<file path="src/rtl/awgn_clt_multi.sv">
`default_nettype none
// ============================================================================
// Module  : awgn_clt_multi
// Brief   : NUM_CH taus88 URNGs -> 4-term CLT sum -> Q8.8 sigma scale ->
//           round/saturate, delivered on a valid/ready stream.
// Revision: 1.0  initial release
// ============================================================================
module awgn_clt_multi #(
    parameter int NUM_CH = 2,
    parameter int OUT_W  = 17
) (
    input  logic                      clk,
    input  logic                      reset,
    input  logic                      en,
    input  logic                      seed_load,
    input  logic [NUM_CH*96-1:0]      seed_data,
    input  logic [15:0]               scale,
    input  logic                      out_ready,
    output logic                      out_valid,
    output logic [NUM_CH*OUT_W-1:0]   out_data,
    output logic [31:0]               sample_cnt
);

    localparam logic [OUT_W-1:0]   C_OUT_MAX = {1'b0, {(OUT_W-1){1'b1}}};
    localparam logic [OUT_W-1:0]   C_OUT_MIN = {1'b1, {(OUT_W-2){1'b0}}, 1'b1};
    localparam logic signed [27:0] C_SAT_MAX = 28'(C_OUT_MAX);
    localparam logic signed [27:0] C_SAT_MIN = -C_SAT_MAX;

    logic w_stall;
    logic w_load;
    logic r_v0, r_v1, r_v2;

    assign w_stall = out_valid & ~out_ready;
    // seed_load flushes exactly like reset, overriding any stall
    assign w_load  = reset | seed_load;

    always_ff @(posedge clk) begin
        if (w_load) begin
            r_v0      <= 1'b0;
            r_v1      <= 1'b0;
            r_v2      <= 1'b0;
            out_valid <= 1'b0;
        end else if (!w_stall) begin
            r_v0      <= en;
            r_v1      <= r_v0;
            r_v2      <= r_v1;
            out_valid <= r_v2;
        end
    end

    always_ff @(posedge clk) begin
        if (reset) begin
            sample_cnt <= 32'd0;
        end else if (!seed_load && out_valid && out_ready) begin
            sample_cnt <= sample_cnt + 32'd1;
        end
    end

    for (genvar c = 0; c < NUM_CH; c++) begin : g_ch
        logic [31:0]        w_sd1, w_sd2, w_sd3;
        logic [31:0]        w_n1, w_n2, w_n3;
        logic [31:0]        r_z1, r_z2, r_z3, r_u;
        logic [9:0]         w_sum;
        logic signed [10:0] r_s;
        logic signed [27:0] w_prod, r_p, w_rnd;
        logic [OUT_W-1:0]   r_out;

        // Forcing these bits keeps each component above the taus88 minimum
        assign w_sd1 = seed_data[c*96 +: 32]      | 32'h0000_0002;
        assign w_sd2 = seed_data[c*96 + 32 +: 32] | 32'h0000_0008;
        assign w_sd3 = seed_data[c*96 + 64 +: 32] | 32'h0000_0010;

        assign w_n1 = ((r_z1 & 32'hFFFF_FFFE) << 12) ^ (((r_z1 << 13) ^ r_z1) >> 19);
        assign w_n2 = ((r_z2 & 32'hFFFF_FFF8) << 4)  ^ (((r_z2 << 2)  ^ r_z2) >> 25);
        assign w_n3 = ((r_z3 & 32'hFFFF_FFF0) << 17) ^ (((r_z3 << 3)  ^ r_z3) >> 11);

        assign w_sum  = {2'b00, r_u[7:0]} + {2'b00, r_u[15:8]}
                      + {2'b00, r_u[23:16]} + {2'b00, r_u[31:24]};
        assign w_prod = $signed({{17{r_s[10]}}, r_s}) * $signed({12'd0, scale});
        assign w_rnd  = (r_p + 28'sd128) >>> 8;

        always_ff @(posedge clk) begin
            if (w_load) begin
                r_z1  <= w_sd1;
                r_z2  <= w_sd2;
                r_z3  <= w_sd3;
                r_u   <= 32'd0;
                r_s   <= 11'sd0;
                r_p   <= 28'sd0;
                r_out <= '0;
            end else if (!w_stall) begin
                if (en) begin
                    r_z1 <= w_n1;
                    r_z2 <= w_n2;
                    r_z3 <= w_n3;
                    r_u  <= w_n1 ^ w_n2 ^ w_n3;
                end
                r_s <= $signed({1'b0, w_sum}) - 11'sd510;
                r_p <= w_prod;
                if (w_rnd > C_SAT_MAX) begin
                    r_out <= C_OUT_MAX;
                end else if (w_rnd < C_SAT_MIN) begin
                    r_out <= C_OUT_MIN;
                end else begin
                    r_out <= w_rnd[OUT_W-1:0];
                end
            end
        end

        assign out_data[c*OUT_W +: OUT_W] = r_out;
    end

endmodule
`default_nettype wire

</file>
<file path="config.mk">
export PLATFORM = sky130hd
export DESIGN_NAME = awgn_clt_multi
export DESIGN_NICKNAME = d
export VERILOG_FILES = /design/src/rtl/awgn_clt_multi.sv
export SDC_FILE = /design/constraint.sdc
export NUM_CORES = 2
export LEC_CHECK = 0
export ABC_AREA = 1
export CELL_PAD_IN_SITES_DETAIL_PLACEMENT = 1
export CELL_PAD_IN_SITES_GLOBAL_PLACEMENT = 1
export CORE_MARGIN = 5
export CORE_UTILIZATION = 41
export CTS_CLUSTER_SIZE = 20
export DETAILED_ROUTE_END_ITERATION = 16
export HOLD_SLACK_MARGIN = 0.06
export PLACE_DENSITY = 0.89
export SLEW_MARGIN = 20
export SYNTH_ARGS = -nofsm -noshare
export SYNTH_HDL_FRONTEND = slang
export SYNTH_SLANG_ARGS = --single-unit
</file>
<file path="constraint.sdc">
create_clock -name clk -period 5.4 [get_ports clk]
set_input_delay 1.08 -clock clk [delete_from_list [all_inputs] [get_ports clk]]
set_output_delay 1.08 -clock clk [all_outputs]
set_load 0.05 [all_outputs]
</file>
==> results.md <==
- Outcome: complete, but fails checks
- Failing checks: negative setup slack
- CORE AREA: 75800 um2
- Area delta synth->final: 28.4%
- Total track usage: 31.2%
- Max Clk Rate: 163 MHz
- CP dominant cell by count: fa_1
- Final period demand of the worst path: 6140 ps
- Total CTS buffers: 40
- Combinational Power Share: a little over half
- Setup TNS: -10030 ps
- Library cells used by synthesis: 52
- Delay-heaviest family, CP: adder cells
- Cell area after synthesis: 31300 um2
- Drt total wl: 158000 um
- Non-filler instance count after layout: 5276
- Final hold violations: 0
- Worst Path Arrival: 6590 ps
- Num ports: 280
- DR pass1 iterations: 6
- Die area: 82000 um2
- CTS tree: yes
- Clock power frac: between 20% and 30%
- Row Count: 101
- Placer Congestion: 0.880
- Die height: 286 um
- Fin. max-slew vios: 0
- Rel. slew slack: 24.7%
- Internal: 7.68 mW
- Largest net degree at the start of global routing: about 140
- Total congestion overflow: 0
- Seq/Total Area, Yosys: 29.3%
- Post-DP HPWL: roughly 86000 um
- Nets@finish: 4937
- Placed cell area: 36300 um2
- Clock Pin Slew Worst Setup and Hold Paths: 80 ps
- Maximum vdd ir drop: 0.000279 V
- Switching share of power: a little under half
- DRC: 0
- Syn_nets: 4516
- Finish-stage setup viols: 32
- Top cells by count, synth: 929 x nand2_1, 736 x inv_1, 280 x fa_1, 235 x o21ai_0, 204 x dfxtp_1
- Synth top area cells: fa_1 18%, edfxtp_1 16%, dfxtp_1 13%, nand2_1 11%, inv_1 8.8%
- Post-Synthesis Cells: a little under 4000
- Crit Path Class: register to register
- WP buf/inv: 5
- Startpoint types: register
- CTS Hold Bufs: 0
- Most common cell in the netlist: nand2_1
- Fin Hold WS: 469 ps
- Initial antenna violation count: 6
- Crit. End Element: register
- Leakage power: 19.5 nW
- Unrepaired setup endpoints after global routing: true
- YS warnings: 0
- Cell taking the most area after synthesis: fa_1
- Tot Pwr: 14.0 mW
- Final design area excluding fillers: between 40000 and 50000 um2
- Type of the tightest min-delay check: register to register
- Switching pwr: 6.34 mW
- PortBufs: roughly 260
- FF+latch count, synth: around 370
- Placed cells: 5116
- Critical Path RT: slightly below 6000 ps
- Root Buffer: clkbuf_16
- Routed length per placed instance: 29.9 um
- Post-synth EDFFs: 170
- Initial core utilization: 41.3%
- Iter 0 DRT Violations: 3721
- Seq pwr share: a little over a quarter
- H-tree depth: 2
- Die W: around 290 um
- Slowest stage delay, CP: between 800 and 900 ps
- Final Cycle Share: 114%
- CP cell instances: buf_4 > nand2_2 > inv_2 > fa_1 > fa_1 > fa_2 > fa_1 > inv_2 > fa_1 > inv_2 > ha_4 > a21oi_4 > o21ai_1 > a21oi_1 > nand3_2 > a21oi_2 > o21ai_1 > o211ai_1 > inv_1
- CP max-delay cell: dfxtp_1
- Layout fillers: 8732
- Global-route wire length before repair: 201000 um
- Share of cells above drive strength 1: 16.3%
- CTS Sinks: 374
- Power density cells: 349 nW/um2
- Vias in the first global route: 34100
- Crit path setup slack, layout: -741 ps
- Worst Clk Skew: 57.1 ps
- Ys async rst share: 0%
- Mapped Avg Cell Area: 8.15 um2
- Worst skew pair latency: ~600 ps
- Critical path peak fanout: 11
- Worst Tran Pin Value: 1130 ps
- Antenna-violating nets left: 0
- Vias/cell: 6.15
- Max_cap viols: 0
- Synth Flop Type: dfxtp_1
- Synth top area share: between 15 and 20%
- Clock Path Buffers: 3
- Via count: 32400
-- timing repair --
action,CTS,global route
setup buffers,33,41
cloned,9,1
setup endpoints to repair,38,38
gates resized for setup,186,322
pin swaps,64,179
-- power by group through the flow --
stage	combinational (mW)	sequential (mW)	clock, mW
global route	7.61	3.69	3.06
CTS	5.58	3.63	2.87
finish	7.36	3.69	2.97
floorplan	2.84	3.58	0
detailed placement	4.92	3.67	0
global placement	4.56	3.64	0
-- layout by cell type, fill, tap and decap left out, types with 12 or more instances in the layout --
cell type	netlist	layout
a21oi_1	136	97
a21oi_2	1	29
a21oi_4	1	12
a22o_1	87	87
buf_12	0	33
buf_4	2	237
buf_6	3	12
clkbuf_16	0	42
clkdlybuf4s50_1	0	241
dfxtp_1	204	203
edfxtp_1	170	170
fa_1	280	260
fa_2	0	20
ha_1	181	149
ha_4	0	30
inv_1	736	692
inv_2	2	40
nand2_1	929	858
nand2_2	2	49
nand2_4	2	21
nand3_1	99	73
nand3_2	1	24
nand4_1	24	24
nor2_1	183	155
nor2_2	8	21
nor2_4	2	17
nor3_1	29	22
o211ai_1	18	18
o21ai_0	235	209
o21ai_1	1	13
o21ai_2	0	14
o21bai_1	39	32
xnor2_1	141	141
xor2_1	107	105
-- worst min-delay path, stage by stage, from the launching register on --
cell     delay [ps]
dfxtp_1         310
nand2_1          60
a21oi_1          50
-- metal layers --
layer  global-route usage, %  wire length (um)
met5                       0                11
met4                    20.0             18100
met3                    5.15             14600
met2                    55.5             74500
met1                    34.7             50500
-- state kept, by name, indices dropped and copies added, names as in the netlist --
register	cells
g_ch.r_s	22
g_ch.r_z1	62
out_valid	1
g_ch.r_z2	58
sample_cnt	32
g_ch.r_u	64
r_v2	1
r_v1	1
g_ch.r_z3	56
g_ch.r_p	42
g_ch.r_out	34
r_v0	1
-- cell families (layout without fill, tap and decap cells) --
logic type / after synthesis / in the layout / synth area share, %
other: 0 / 4 / 0
AOI/OAI and AO/OA: 556 / 556 / 10.8
xor gates and xnor gates: 248 / 248 / 6.94
adders and majority gates: 461 / 461 / 25.1
buffers and inverters: 901 / 1353 / 11.0
DFF: 374 / 374 / 29.3
and+or+nand+nor: 1302 / 1302 / 16.8
-- area by class of cell --
cell class	count	area, um2	area share [%]
Timing Repair Buffer	542	5360	13.3
Tap cell	978	1220	3.04
Multi-Input combinational cell	2567	20300	50.5
Clock buffer	53	1110	2.76
Antenna cell	4	10.0	0.0249
Inverter	738	2790	6.93
Clock inverter	20	211	0.526
Sequential cell	374	9190	22.9
-- path summary, 6_finish.rpt --
| path | slack (ps) | cells after the start | startpoint | endpoint |
|---|---|---|---|---|
| min reg2reg | 470 | 2 | g_ch[1].r_out[16] | g_ch[1].r_out[16] |
| min | 470 | 2 | g_ch[1].r_out[16] | g_ch[1].r_out[16] |
| max reg2reg | -740 | 19 | g_ch[1].r_s[5] | g_ch[1].r_p[21] |
| max | -740 | 19 | g_ch[1].r_s[5] | g_ch[1].r_p[21] |
-- per-stage QoR --
step | util [%] | worst slack (ps)
2_1_floorplan | - | -1.71
3_3_place_gp | 47.9 | -950
3_5_place_dp | 47.9 | -1290
4_1_cts | 51.2 | -2.69
5_1_grt | 53.0 | -772
6_report | 53.0 | -741
Note: power is estimated with default switching activity, not from simulation.
